<file path="src/rtl/cl_pairhmm_job_stream_feeder.sv">
// Parses a packed PairHMM job from a 32-bit AXI-Stream and replays its sections to the worker's
// sectioned loading protocol, then issues a start handshake.
module cl_pairhmm_job_stream_feeder #(
    parameter int MAX_SEQUENCE_LENGTH = 2048,
    parameter int LEN_WIDTH           = 16
) (
    input  logic                       clock,
    input  logic                       reset,
    input  logic [31:0]                s_axis_tdata,
    input  logic                       s_axis_tvalid,
    input  logic                       s_axis_tlast,
    output logic                       s_axis_tready,
    output logic [31:0]                m_axis_tdata,
    output logic                       m_axis_tvalid,
    input  logic                       m_axis_tready,
    output logic [2:0]                 stream_type_o,
    output logic [2*LEN_WIDTH+31:0]    request_o,
    output logic                       start_o,
    input  logic                       worker_ready_i,
    output logic                       busy_o,
    output logic                       error_o
);
    typedef enum logic [3:0] {
        ST_IDLE, ST_HDR1, ST_SEC_R, ST_SEC_Q, ST_SEC_I, ST_SEC_D, ST_SEC_C, ST_SEC_H,
        ST_START, ST_DRAIN
    } state_t;

    localparam logic [2:0] STORE_R = 3'd0;
    localparam logic [2:0] STORE_Q = 3'd1;
    localparam logic [2:0] STORE_I = 3'd2;
    localparam logic [2:0] STORE_D = 3'd3;
    localparam logic [2:0] STORE_C = 3'd4;
    localparam logic [2:0] STORE_H = 3'd5;
    localparam logic [LEN_WIDTH:0] MAX_LEN = (LEN_WIDTH+1)'(MAX_SEQUENCE_LENGTH);

    state_t                      state_q;
    logic [2:0]                  stream_type_q;
    logic [2*LEN_WIDTH+31:0]     request_q;
    logic                        start_q;
    logic                        error_q;
    logic [LEN_WIDTH-2:0]        cnt_q;
    logic [LEN_WIDTH-2:0]        sec_last;
    logic [LEN_WIDTH-1:0]        read_len_m1;
    logic [LEN_WIDTH-1:0]        hap_len_m1;
    logic                        s_fire;
    logic                        in_section;
    logic                        len_bad;

    function automatic state_t next_sec(input state_t s);
        case (s)
            ST_SEC_R: next_sec = ST_SEC_Q;
            ST_SEC_Q: next_sec = ST_SEC_I;
            ST_SEC_I: next_sec = ST_SEC_D;
            ST_SEC_D: next_sec = ST_SEC_C;
            default:  next_sec = ST_SEC_H;
        endcase
    endfunction

    function automatic logic [2:0] sec_type(input state_t s);
        case (s)
            ST_SEC_Q: sec_type = STORE_Q;
            ST_SEC_I: sec_type = STORE_I;
            ST_SEC_D: sec_type = STORE_D;
            ST_SEC_C: sec_type = STORE_C;
            ST_SEC_H: sec_type = STORE_H;
            default:  sec_type = STORE_R;
        endcase
    endfunction

    assign read_len_m1 = request_q[2*LEN_WIDTH+31 -: LEN_WIDTH];
    assign hap_len_m1  = request_q[LEN_WIDTH+31 -: LEN_WIDTH];
    assign sec_last    = (state_q == ST_SEC_H) ? {1'b0, hap_len_m1[LEN_WIDTH-1:2]}
                                               : {1'b0, read_len_m1[LEN_WIDTH-1:2]};
    assign in_section  = (state_q >= ST_SEC_R) && (state_q <= ST_SEC_H);
    assign s_fire      = s_axis_tvalid && s_axis_tready;
    assign len_bad     = ({1'b0, s_axis_tdata[LEN_WIDTH-1:0]} >= MAX_LEN) ||
                         ({1'b0, s_axis_tdata[16 +: LEN_WIDTH]} >= MAX_LEN);

    // Section words pass straight through so the worker sees no added latency.
    always_comb begin
        s_axis_tready = 1'b0;
        m_axis_tvalid = 1'b0;
        m_axis_tdata  = '0;
        if (in_section) begin
            s_axis_tready = m_axis_tready;
            m_axis_tvalid = s_axis_tvalid;
            m_axis_tdata  = s_axis_tdata;
        end else if (state_q == ST_IDLE) begin
            s_axis_tready = worker_ready_i && !reset;
        end else if (state_q == ST_HDR1 || state_q == ST_DRAIN) begin
            s_axis_tready = 1'b1;
        end
    end

    always_ff @(posedge clock) begin
        if (reset) begin
            state_q       <= ST_IDLE;
            stream_type_q <= STORE_R;
            request_q     <= '0;
            start_q       <= 1'b0;
            error_q       <= 1'b0;
            cnt_q         <= '0;
        end else begin
            case (state_q)
                ST_IDLE: if (s_fire) begin
                    request_q[2*LEN_WIDTH+31 -: 2*LEN_WIDTH] <=
                        {s_axis_tdata[LEN_WIDTH-1:0], s_axis_tdata[16 +: LEN_WIDTH]};
                    // A W0 carrying tlast already ended its job, so there is nothing to drain.
                    if (len_bad || s_axis_tlast) begin
                        error_q <= 1'b1;
                        state_q <= s_axis_tlast ? ST_IDLE : ST_DRAIN;
                    end else begin
                        state_q <= ST_HDR1;
                    end
                end
                ST_HDR1: if (s_fire) begin
                    if (s_axis_tlast) begin
                        error_q <= 1'b1;
                        state_q <= ST_IDLE;
                    end else begin
                        request_q[31:0] <= s_axis_tdata;
                        cnt_q           <= '0;
                        stream_type_q   <= STORE_R;
                        state_q         <= ST_SEC_R;
                    end
                end
                ST_SEC_R, ST_SEC_Q, ST_SEC_I, ST_SEC_D, ST_SEC_C, ST_SEC_H: if (s_fire) begin
                    if (state_q == ST_SEC_H && cnt_q == sec_last) begin
                        cnt_q         <= '0;
                        stream_type_q <= STORE_R;
                        if (s_axis_tlast) begin
                            start_q <= 1'b1;
                            state_q <= ST_START;
                        end else begin
                            error_q <= 1'b1;
                            state_q <= ST_DRAIN;
                        end
                    end else if (s_axis_tlast) begin
                        cnt_q         <= '0;
                        error_q       <= 1'b1;
                        stream_type_q <= STORE_R;
                        state_q       <= ST_IDLE;
                    end else if (cnt_q == sec_last) begin
                        cnt_q         <= '0;
                        stream_type_q <= sec_type(next_sec(state_q));
                        state_q       <= next_sec(state_q);
                    end else begin
                        cnt_q <= cnt_q + 1'b1;
                    end
                end
                ST_START: if (!worker_ready_i) begin
                    start_q <= 1'b0;
                    state_q <= ST_IDLE;
                end
                ST_DRAIN: if (s_fire && s_axis_tlast) begin
                    state_q <= ST_IDLE;
                end
                default: state_q <= ST_IDLE;
            endcase
        end
    end

    assign stream_type_o = stream_type_q;
    assign request_o     = request_q;
    assign start_o       = start_q;
    assign error_o       = error_q;
    assign busy_o        = (state_q != ST_IDLE);
endmodule

</file>
<file path="config.mk">
export PLATFORM = sky130hd
export DESIGN_NAME = cl_pairhmm_job_stream_feeder
export DESIGN_NICKNAME = d
export VERILOG_FILES = /design/src/rtl/cl_pairhmm_job_stream_feeder.sv
export SDC_FILE = /design/constraint.sdc
export NUM_CORES = 1
export LEC_CHECK = 0
export BUFFER_PORTS_ARGS = -buffer_cell sky130_fd_sc_hd__buf_2
export CAP_MARGIN = 20
export CORE_ASPECT_RATIO = 2
export CORE_MARGIN = 4
export CORE_UTILIZATION = 45
export DETAILED_ROUTE_END_ITERATION = 7
export PLACE_DENSITY = 0.74
export SYNTH_ARGS = -nofsm -noshare
export SYNTH_HDL_FRONTEND = slang
export SYNTH_SLANG_ARGS = --single-unit
</file>
<file path="constraint.sdc">
create_clock -name clock -period 3.9 [get_ports clock]
set_input_delay 0.39 -clock clock [delete_from_list [all_inputs] [get_ports clock]]
set_output_delay 0.39 -clock clock [all_outputs]
set_load 0.1 [all_outputs]
</file>
==> metrics.txt, run 1 <==
run status=finished, final reports clean; Seq pwr share=0.421; VDD IR-drop max=between 0.3 and 0.4 mV; top cells by area, synth=dfxtp_1 (41%), nand2_1 (14%), a21oi_1 (8.4%); Setup CP Type=reg -> reg; number of CTS-inserted buffers=9; PortBufs=141; Antenna Cells=0; Cell Area, Synth=4270 um2; Relative slew margins=0.282; setup TNS=0 ns; fraction of registers with async set/reset=0; number of flops mapped to enable cells by yosys=0; DR WL/cell=17.1 um; CP arrival=between 3 and 4 ns; mean area per synthesized cell=roughly 7.6 um2; worst slew pin tran=around 1.1 ns; layout cells sized above 1=0.251; RD Place Congestion=0.908; Synthesis Warnings=0; max cap viols=0; number of clock sinks=88; vias in the first global route=roughly 4300; fin nets=719; total gr overflow=0; LEAKAGE=around 2.4 nW; P_int=1.51 mW; synth unique cells=56; Post-CTS Hold Fix Bufs=0; DP Cell Count=772; Placement Cell Area=~5000 um2; Detailed Routing Iterations Pass 1=5; cts repair resizes=0; TritonCTS clock tree=done; Starting DRT DRC Count=approximately 480; Net Count, Synth=roughly 600; Fill cells=~850; Switch Pwr=772 uW; Area Overhead vs Synth=23.2%; IO Count=between 100 and 150; Synth top area share=0.412; clock power share=0.380; DRC viols=0; top_reg_cell synth=dfxtp_1; RSZ-0062 raised after global routing=false; final worst path period need=approximately 3.1 ns; dpl hpwl=9890 um; crit path max-delay cell type=dfxtp_1; worst hold path type=in -> reg; Worst setup EP type=flop; critical-path cell list=and4b_1 -> nand2_1 -> a32oi_1 -> o2111ai_1 -> nor3_2 -> a31oi_2 -> nor2_4 -> mux2_1; final hold vios=0; vias per std cell=5.69; Tot Pwr=around 2.3 mW; Core ar.=9320 um2; # setup viols final=0; Comb pwr share=0.199; max incr delay on CP=between 0.6 and 0.7 ns; H-Tree Depth=3; clk root buf=clkbuf_16; post-synthesis cell count=565; R2R cell count=8; hold-critical path depth=3; antenna violations before repair=0; Placement Rows=50; clock slew at reported path FFs=roughly 0.070 ns; Initial Utilization=0.459; largest net degree at the start of global routing=90; Worst Path Required=4.13 ns; Synth area leader=dfxtp_1; Die Span Y=146 um; Seq/Total Area, Yosys=0.412; power density over the cells=434 nW/um2; register bit total from synthesis=88; dominant cell by count in the synthesized netlist=nand2_1; first-pass GRT wire length=21600 um; Post-DRT Antenna Nets=0; total track usage=0.240; pins over their slew limit=0; latest clock arrival within the worst-skew pair=0.34 ns; sw frac=0.338; post-route design area=5270 um2; DRT Wirelength=13500 um; CP max FO=16; maximum clock frequency=318 MHz; clk buf depth=2; Post-CTS Setup Inserts=0; critical path launch point type=flop; Commonest cells post-synth=nand2_1 (160), dfxtp_1 (88), a21oi_1 (72); die width=76.9 um; Fin Clk Skew=between 0.007 and 0.008 ns; Die Area=~11000 um2; vias=approximately 4500; Period Utilization, post-route=0.806; fin cells=789
[metal layers]
| metal | track usage | part of all wire | vias up | wire, um |
|---|---|---|---|---|
| met5 | 0 | 0 | - | 0 |
| met4 | 0.138 | 0.037 | 0 | 497 |
| met1 | 0.256 | 0.37 | 2126 | 5030 |
| met2 | 0.435 | 0.53 | 169 | 7220 |
| li1 | - | - | 2157 | - |
| met3 | 0.0421 | 0.057 | 39 | 767 |
[worst max-delay path: cells and delay by family (launching register included)]
family | cells | cell delay [ns]
AOI/OAI and AO/OA | 3 | 0.65
muxes | 1 | 0.36
DFF | 1 | 0.65
and+or+nand+nor | 4 | 1.37
[power groups by stage]
stage          Combinational [mW]  Clock, mW  Sequential, mW
2_1_floorplan               0.189          0            1.14
3_3_place_gp                0.449          0           0.978
3_5_place_dp                0.452          0           0.980
4_1_cts                     0.453      0.889           0.959
5_1_grt                     0.478      0.924           0.963
6_report                    0.455      0.869           0.960
[flip-flops by register name, indices dropped and copies added, names as in the netlist]
signal,cells
error_o,1
cnt_q,15
state_q,4
request_o,64
start_o,1
stream_type_o,3
[path summary, 6_finish.rpt]
kind	slack (ns)	to	startpoint
min	0.30	request_o[25]	s_axis_tdata[25]
max reg2reg	0.76	stream_type_o[1]	state_q[1]
max	0.76	stream_type_o[1]	state_q[1]
min reg2reg	0.45	request_o[5]	request_o[5]
[placed cells by master (no fill, tap or decap), drive strengths merged, types with 2 or more instances in the layout]
master    count
inv          23
and3         36
o21ai         5
clkbuf       10
nor2         19
and2          2
clkinvlp      2
o21a          2
nand2       160
nand2b        3
nand3        12
a211oi        2
nor4          3
buf         147
a31oi         5
or2           2
a32oi         3
a2bb2oi       2
o2111ai       5
nor3         17
o221ai        2
a21oi        72
nor2b         5
a2111oi       3
xor2          7
nand4b        2
o22ai         2
dfxtp        88
nand4         4
xnor2        11
a221oi        3
a31o          2
o211ai        2
mux2i         7
[per-stage QoR]
| step | worst slack, ns | hold slack, ns | util |
|---|---|---|---|
| 6_report | 0.755 | 0.300 | 0.565 |
| 5_1_grt | 0.467 | 0.306 | 0.565 |
| 4_1_cts | 0.774 | 0.289 | 0.563 |
| 3_5_place_dp | 0.810 | 0.443 | 0.531 |
| 3_3_place_gp | 0.897 | 0.440 | 0.531 |
| 2_1_floorplan | 0.541 | 0.484 | - |
[layout make-up]
cell class                      count  area [um2]  share of cell area
Sequential cell                    88        1760               0.335
Clock buffer                       10         229              0.0435
Tap cell                          104         130              0.0247
Clock inverter                      6        67.6              0.0128
Multi-Input combinational cell    413        2240               0.425
Timing Repair Buffer              147         758               0.144
Inverter                           21        78.8              0.0150
[cell families after synthesis]
logic type	count (synthesis)	synth area share
AND/OR/NAND/NOR	271	0.301
buffers and inverters	64	0.0638
AO/OA/AOI/OAI	115	0.164
adder cells (fa/ha/maj)	1	0.00293
flip-flops	88	0.412
multiplexers	8	0.0190
XOR/XNOR	18	0.0369
Power figures use the tool's default switching activity.
==> run 2, diff against run 1 <==
--- a/config.mk
+++ b/config.mk
@@ -5,6 +5,7 @@
 export SDC_FILE = /design/constraint.sdc
 export NUM_CORES = 1
 export LEC_CHECK = 0
+export ABC_AREA = 1
 export BUFFER_PORTS_ARGS = -buffer_cell sky130_fd_sc_hd__buf_2
 export CAP_MARGIN = 20
 export CORE_ASPECT_RATIO = 2
==> constraint.sdc (replaced) <==
create_clock -name clock -period 3.3 [get_ports clock]
set_input_delay 0.33 -clock clock [delete_from_list [all_inputs] [get_ports clock]]
set_output_delay 0.33 -clock clock [all_outputs]
set_load 0.1 [all_outputs]
==> run 2 against run 1 <==
Net effect:
- synthesized area up 3.5%
- core utilization down 0.23 points
- design area up 3.6%
- via count up 6.7%
- register-to-register slack worse by 0.06 ns
- maximum frequency up 21%
- critical path depth up 4
- worst setup slack worse by 0.056 ns
- critical endpoint is now request_o[22]
- highest routed layer unchanged
==> metrics.txt, run 2 <==
run status=finished, final reports clean; Seq/Total Area, Yosys=0.398 (-0.0139); fraction of registers with async set/reset=0 (unchanged); Worst setup EP type=flop; mean area per synthesized cell=6.57 um2 (-13%); Post-CTS Setup Inserts=0 (unchanged); maximum clock frequency=384 MHz (+21%); PortBufs=141 (unchanged); IO Count=142 (unchanged); total gr overflow=0 (unchanged); Fill cells=969 (+14%); final setup margin=0.699 ns (-0.0565 ns); cts repair resizes=0 (unchanged); CP arrival=2.86 ns (-0.51 ns); most common cell after layout, fill and taps aside=buf_2; top cells by area, synth=dfxtp_1 (40%), nand2_1 (12%), nand3_1 (9.5%); TritonCTS clock tree=done; clock slew at reported path FFs=0.07 ns (about the same); RD Place Congestion=0.964 (+6.1%); post-synthesis cell count=673 (+19%); fin cells=933 (+18%); Synthesis Warnings=0 (unchanged); latest clock arrival within the worst-skew pair=0.33 ns (about the same); Fin Clk Skew=0.00553 ns (-0.00147 ns); DRT Wirelength=14300 um (+6.1%); clk buf depth=2 (unchanged); Die Area=11600 um2 (+3.2%); first-pass GRT wire length=22800 um (+5.7%); Post-CTS Hold Fix Bufs=0 (unchanged); Worst Path Required=3.56 ns (-0.57 ns); fin nets=835 (+16%); Placement Rows=51 (+2.0%); Cell Area, Synth=4420 um2 (+3.5%); total track usage=0.249 (+0.00842); number of CTS-inserted buffers=9 (unchanged); Setup CP Type=reg -> reg; Die Span Y=148 um (+1.6%); number of clock sinks=88 (unchanged); DP Cell Count=917 (+19%); Antenna Cells=0 (unchanged); clk root buf=clkbuf_16; Initial Utilization=0.456 (-0.00251); Area Overhead vs Synth=23.4%; synth unique cells=34 (-39%); Relative slew margins=0.516 (+0.235); Commonest cells post-synth=nand2_1 (139), dfxtp_1 (88), nand3_1 (84); max reg flops=64 (unchanged); DR WL/cell=15.4 um (-10%); worst slew pin tran=0.725 ns (-0.350 ns); final hold vios=0 (unchanged); register bit total from synthesis=88 (unchanged); layout cells sized above 1=0.238 (-0.0126); Core ar.=9700 um2 (+4.1%); Period Utilization, post-route=0.788 (-0.0181); H-Tree Depth=3 (unchanged); dpl hpwl=11200 um (+13%); dominant cell by count in the synthesized netlist=nand2_1; antenna violations before repair=0 (unchanged); max cap viols=0 (unchanged); Setup WS pre-CTS=0.697 ns (-0.113 ns); final worst path period need=2.60 ns (-0.544 ns); Starting DRT DRC Count=380 (-21%); Net Count, Synth=712 (+18%); setup TNS=0 ns (unchanged); Synth top area share=0.398 (-0.0139); die width=78.1 um (+1.6%); vias per std cell=5.14 (-9.7%); critical path launch point type=flop; top_reg_cell synth=dfxtp_1; largest net degree at the start of global routing=57 (-37%); worst hold path type=in -> reg; CP max FO=45 (+29); vias=4793 (+6.7%); pins over their slew limit=0 (unchanged); vias in the first global route=4605 (+6.8%); Detailed Routing Iterations Pass 1=6 (+1); Post-DRT Antenna Nets=0 (unchanged); # setup viols final=0 (unchanged); Synth area leader=dfxtp_1; RSZ-0062 raised after global routing=false; most frequent cells in the layout=buf_2 (141), nand2_1 (139), dfxtp_1 (88); DRC viols=0 (unchanged); number of flops mapped to enable cells by yosys=0 (unchanged)
[run 2: cell count changes in the layout (fill, tap and decap cells not counted), moves of 6 or more]
cell     previous run  this run
inv_2               0         6
mux2i_1             7         0
nand3_1            12        84
nor3_1             15         7
xnor2_1            11         0
a21oi_1            72        80
nand2_2             0        11
o21ai_0             4        31
nor2_1             18        70
and3_1             36         1
inv_1              21        83
nand2_1           160       139
[run 2: stage by stage]
stage / utilization / hold WS [ns] / cell area, um2
global route: 0.563 / 0.285 / 5460
finish: 0.563 / 0.286 / 5460
detailed placement: 0.532 / 0.451 / 5160
CTS: 0.563 / 0.279 / 5460
floorplan: - / 0.479 / 4420
global placement: 0.532 / 0.446 / 5160
[run 2: per-layer routing]
layer,vias to the layer above,track usage,part of all wire
li1,2394,-,-
met1,2158,0.269,0.36
met2,190,0.451,0.53
met3,51,0.0412,0.055
met4,0,0.138,0.050
met5,-,0,0
[run 2: worst max-delay path, cell delays in order, from the launching register on]
cell,delay [ns]
dfxtp_1,0.39
nor2_1,0.22
inv_2,0.07
nor2_2,0.20
o21ai_1,0.09
nand2_1,0.08
nand2_2,0.07
nand2_4,0.09
clkinv_4,0.25
nand2_1,0.52
buf_4,0.32
nand2_1,0.08
a21oi_1,0.12
[run 2: cells by family after synthesis]
family	synth area share
AOI/OAI and AO/OA	0.138
xor gates and xnor gates	0.0178
and+or+nand+nor	0.323
buffers and inverters	0.120
DFF	0.398
adders and majority gates	0.00283
[run 2: final timing paths]
path	cells past startpoint	to	startpoint	slack [ns]
setup / recovery	12	request_o[22]	state_q[3]	0.70
hold / removal	4	stream_type_o[1]	s_axis_tlast	0.29
setup reg to reg	12	request_o[22]	state_q[3]	0.70
hold reg to reg	2	request_o[12]	request_o[12]	0.46
[run 2: final cells by class]
class | count | area, um2 | area share
multi-input combinational | 457 | 2130 | 0.391
sequential | 88 | 1760 | 0.323
clock buffer | 11 | 253 | 0.0463
inverter | 93 | 355 | 0.0651
timing repair buffer | 147 | 751 | 0.138
clock inverter | 5 | 40.0 | 0.00734
tap | 132 | 165 | 0.0303
Power of run 2 is not shown: default switching activity piles up to over one toggle a cycle in this logic, so the estimate is an artifact.
==> run 3, diff against run 2 <==
--- a/config.mk
+++ b/config.mk
@@ -5,7 +5,7 @@
 export SDC_FILE = /design/constraint.sdc
 export NUM_CORES = 1
 export LEC_CHECK = 0
-export ABC_AREA = 1
+export ABC_AREA = 0
 export BUFFER_PORTS_ARGS = -buffer_cell sky130_fd_sc_hd__buf_2
 export CAP_MARGIN = 20
 export CORE_ASPECT_RATIO = 2
==> constraint.sdc (replaced) <==
create_clock -name clock -period 2.6 [get_ports clock]
set_input_delay 0.26 -clock clock [delete_from_list [all_inputs] [get_ports clock]]
set_output_delay 0.26 -clock clock [all_outputs]
set_load 0.1 [all_outputs]
==> run 3 against run 2 <==
Net effect:
- non-clock buffer count increased by 21
- register-to-register slack got worse by 0.61 ns
- design area increased by 5.0%
- critical path depth decreased by 3
- worst setup slack got worse by 0.61 ns
- count of clock-buffer cells in the layout decreased by 2
- via count decreased by 3.6%
- flip-flop and latch count unchanged
==> metrics.txt, run 3 (synthesis results as in run 1) <==
Period Utilization, post-route=0.965 (+0.176); Die Area=11200 um2 (-3.1%); worst slew pin tran=0.920 ns (+0.196 ns); # setup viols final=0 (unchanged); DRC viols=0 (unchanged); final worst path period need=2.51 ns (-0.0929 ns); worst hold path type=in -> reg; vias in the first global route=4705 (+2.2%); Post-DRT Antenna Nets=0 (unchanged); total gr overflow=0 (unchanged); Tot Pwr=between 3 and 4 mW; H-Tree Depth=3 (unchanged); Detailed Routing Iterations Pass 1=6 (unchanged); fin nets=740 (-11%); power density over the cells=595 nW/um2; vias=4621 (-3.6%); critical path launch point type=flop; antenna violations before repair=0 (unchanged); vias per std cell=5.70 (+11%); most frequent cells in the layout=nand2_1 (160), buf_2 (124), dfxtp_1 (85); first-pass GRT wire length=23200 um (+1.8%); layout cells sized above 1=0.286 (+0.0477); Setup CP Type=reg -> reg; Starting DRT DRC Count=306 (-19%); most common cell after layout, fill and taps aside=nand2_1; number of CTS-inserted buffers=9 (unchanged); max reg flops=64 (unchanged); Placement Cell Area=5380 um2 (+4.2%); Fin Clk Skew=0.00435 ns (-0.00119 ns); post-route design area=5730 um2 (+5.0%); CP arrival=2.67 ns (-0.19 ns); Core ar.=9320 um2 (-3.9%); IO Count=142 (unchanged); fin cells=810 (-13%); number of clock sinks=88 (unchanged); Antenna Cells=0 (unchanged); final hold vios=0 (unchanged); Relative slew margins=0.386 (-0.130); die width=76.9 um (-1.5%); Initial Utilization=0.459 (+0.00251); clk root buf=clkbuf_16; clock slew at reported path FFs=0.06 ns (about the same); setup TNS=0 ns (unchanged); run status=finished, final reports clean; RD Place Congestion=0.982 (+1.9%); DR WL/cell=17.9 um (+16%); CP max FO=10 (-78%); max cap viols=0 (unchanged); largest net degree at the start of global routing=90 (+58%); dpl hpwl=10800 um (-3.7%); Placement Rows=50 (-2.0%); Worst setup EP type=flop; latest clock arrival within the worst-skew pair=0.34 ns (about the same); Die Span Y=146 um (-1.6%); final setup margin=0.0918 ns (-0.607 ns); Setup WS pre-CTS=0.0707 ns (-0.626 ns); DRT Wirelength=14500 um (+1.0%); Fill cells=862 (-11%); PortBufs=141 (unchanged); Area Overhead vs Synth=34.1%; total track usage=0.258 (+0.00895); DP Cell Count=792 (-14%); clk buf depth=2 (unchanged); maximum clock frequency=399 MHz (+3.7%); Worst Path Required=2.76 ns (-0.80 ns); VDD IR-drop max=roughly 0.41 mV; pins over their slew limit=0 (unchanged); LEAKAGE=2.57 nW; TritonCTS clock tree=done
run 3: cell count changes in the layout (fill, tap and decap cells not counted), moves of 11 or more:
cell | before | now
xnor2_1 | 0 | 11
o21ai_0 | 31 | 4
nand2_2 | 11 | 0
buf_4 | 6 | 25
buf_2 | 141 | 124
buf_12 | 0 | 18
nand2_1 | 139 | 160
and3_1 | 1 | 36
nand3_1 | 84 | 12
nor2_1 | 70 | 18
inv_1 | 83 | 21
run 3: power by group:
group          internal [mW]  leakage (nW)  total, mW  switching (mW)
Sequential              1.39         0.713       1.43          0.0463
Combinational          0.164          1.72      0.743           0.578
Clock                  0.658         0.137       1.23           0.573
Total                   2.21          2.57       3.41            1.20
run 3: area by class of cell:
type                       count  area, um2  share of cell area
clock inverter                 7       52.6             0.00917
clock buffer                   9        225              0.0393
multi-input combinational    413       2300               0.401
timing repair buffer         168       1180               0.206
sequential                    88       1770               0.308
inverter                      21       78.8              0.0138
tap                          104        130              0.0227
run 3: worst paths after layout:
| path | slack, ns | from | depth (start not counted) | endpoint |
|---|---|---|---|---|
| setup / recovery | 0.09 | state_q[3] | 9 | state_q[1] |
| hold reg to reg | 0.45 | request_o[31] | 2 | request_o[31] |
| hold / removal | 0.18 | s_axis_tdata[17] | 3 | request_o[33] |
| setup reg to reg | 0.09 | state_q[3] | 9 | state_q[1] |
run 3: routing by layer:
| metal | part of all wire | vias up | GRT usage | routed length (um) |
|---|---|---|---|---|
| met5 | 0 | - | 0 | 0 |
| met4 | 0.043 | 0 | 0.143 | 622 |
| met3 | 0.047 | 45 | 0.0390 | 684 |
| met2 | 0.54 | 183 | 0.479 | 7890 |
| met1 | 0.36 | 2183 | 0.269 | 5280 |
| li1 | - | 2210 | - | - |
run 3: repair_timing:
action,CTS,global route
hold buffers,0,0
gates resized for setup,0,12
buffers inserted,0,2
endpoints found under the setup margin,0,20
endpoints found under the hold margin,0,0
run 3: per-stage QoR:
stage               hold slack, ns  utilization
finish                       0.176        0.615
CTS                          0.167        0.607
detailed placement           0.448        0.577
floorplan                    0.396            -
global placement             0.440        0.577
global route                 0.188        0.615
run 3: worst max-delay path, stage by stage, from the launching register on:
cell and delay, ns:
dfxtp_1 0.43, and4b_4 0.28, a31o_2 0.26, a31oi_1 0.16, o211ai_1 0.14, nor3_2 0.29
a31oi_4 0.20, buf_4 0.18, nor2_1 0.23, a221oi_1 0.15
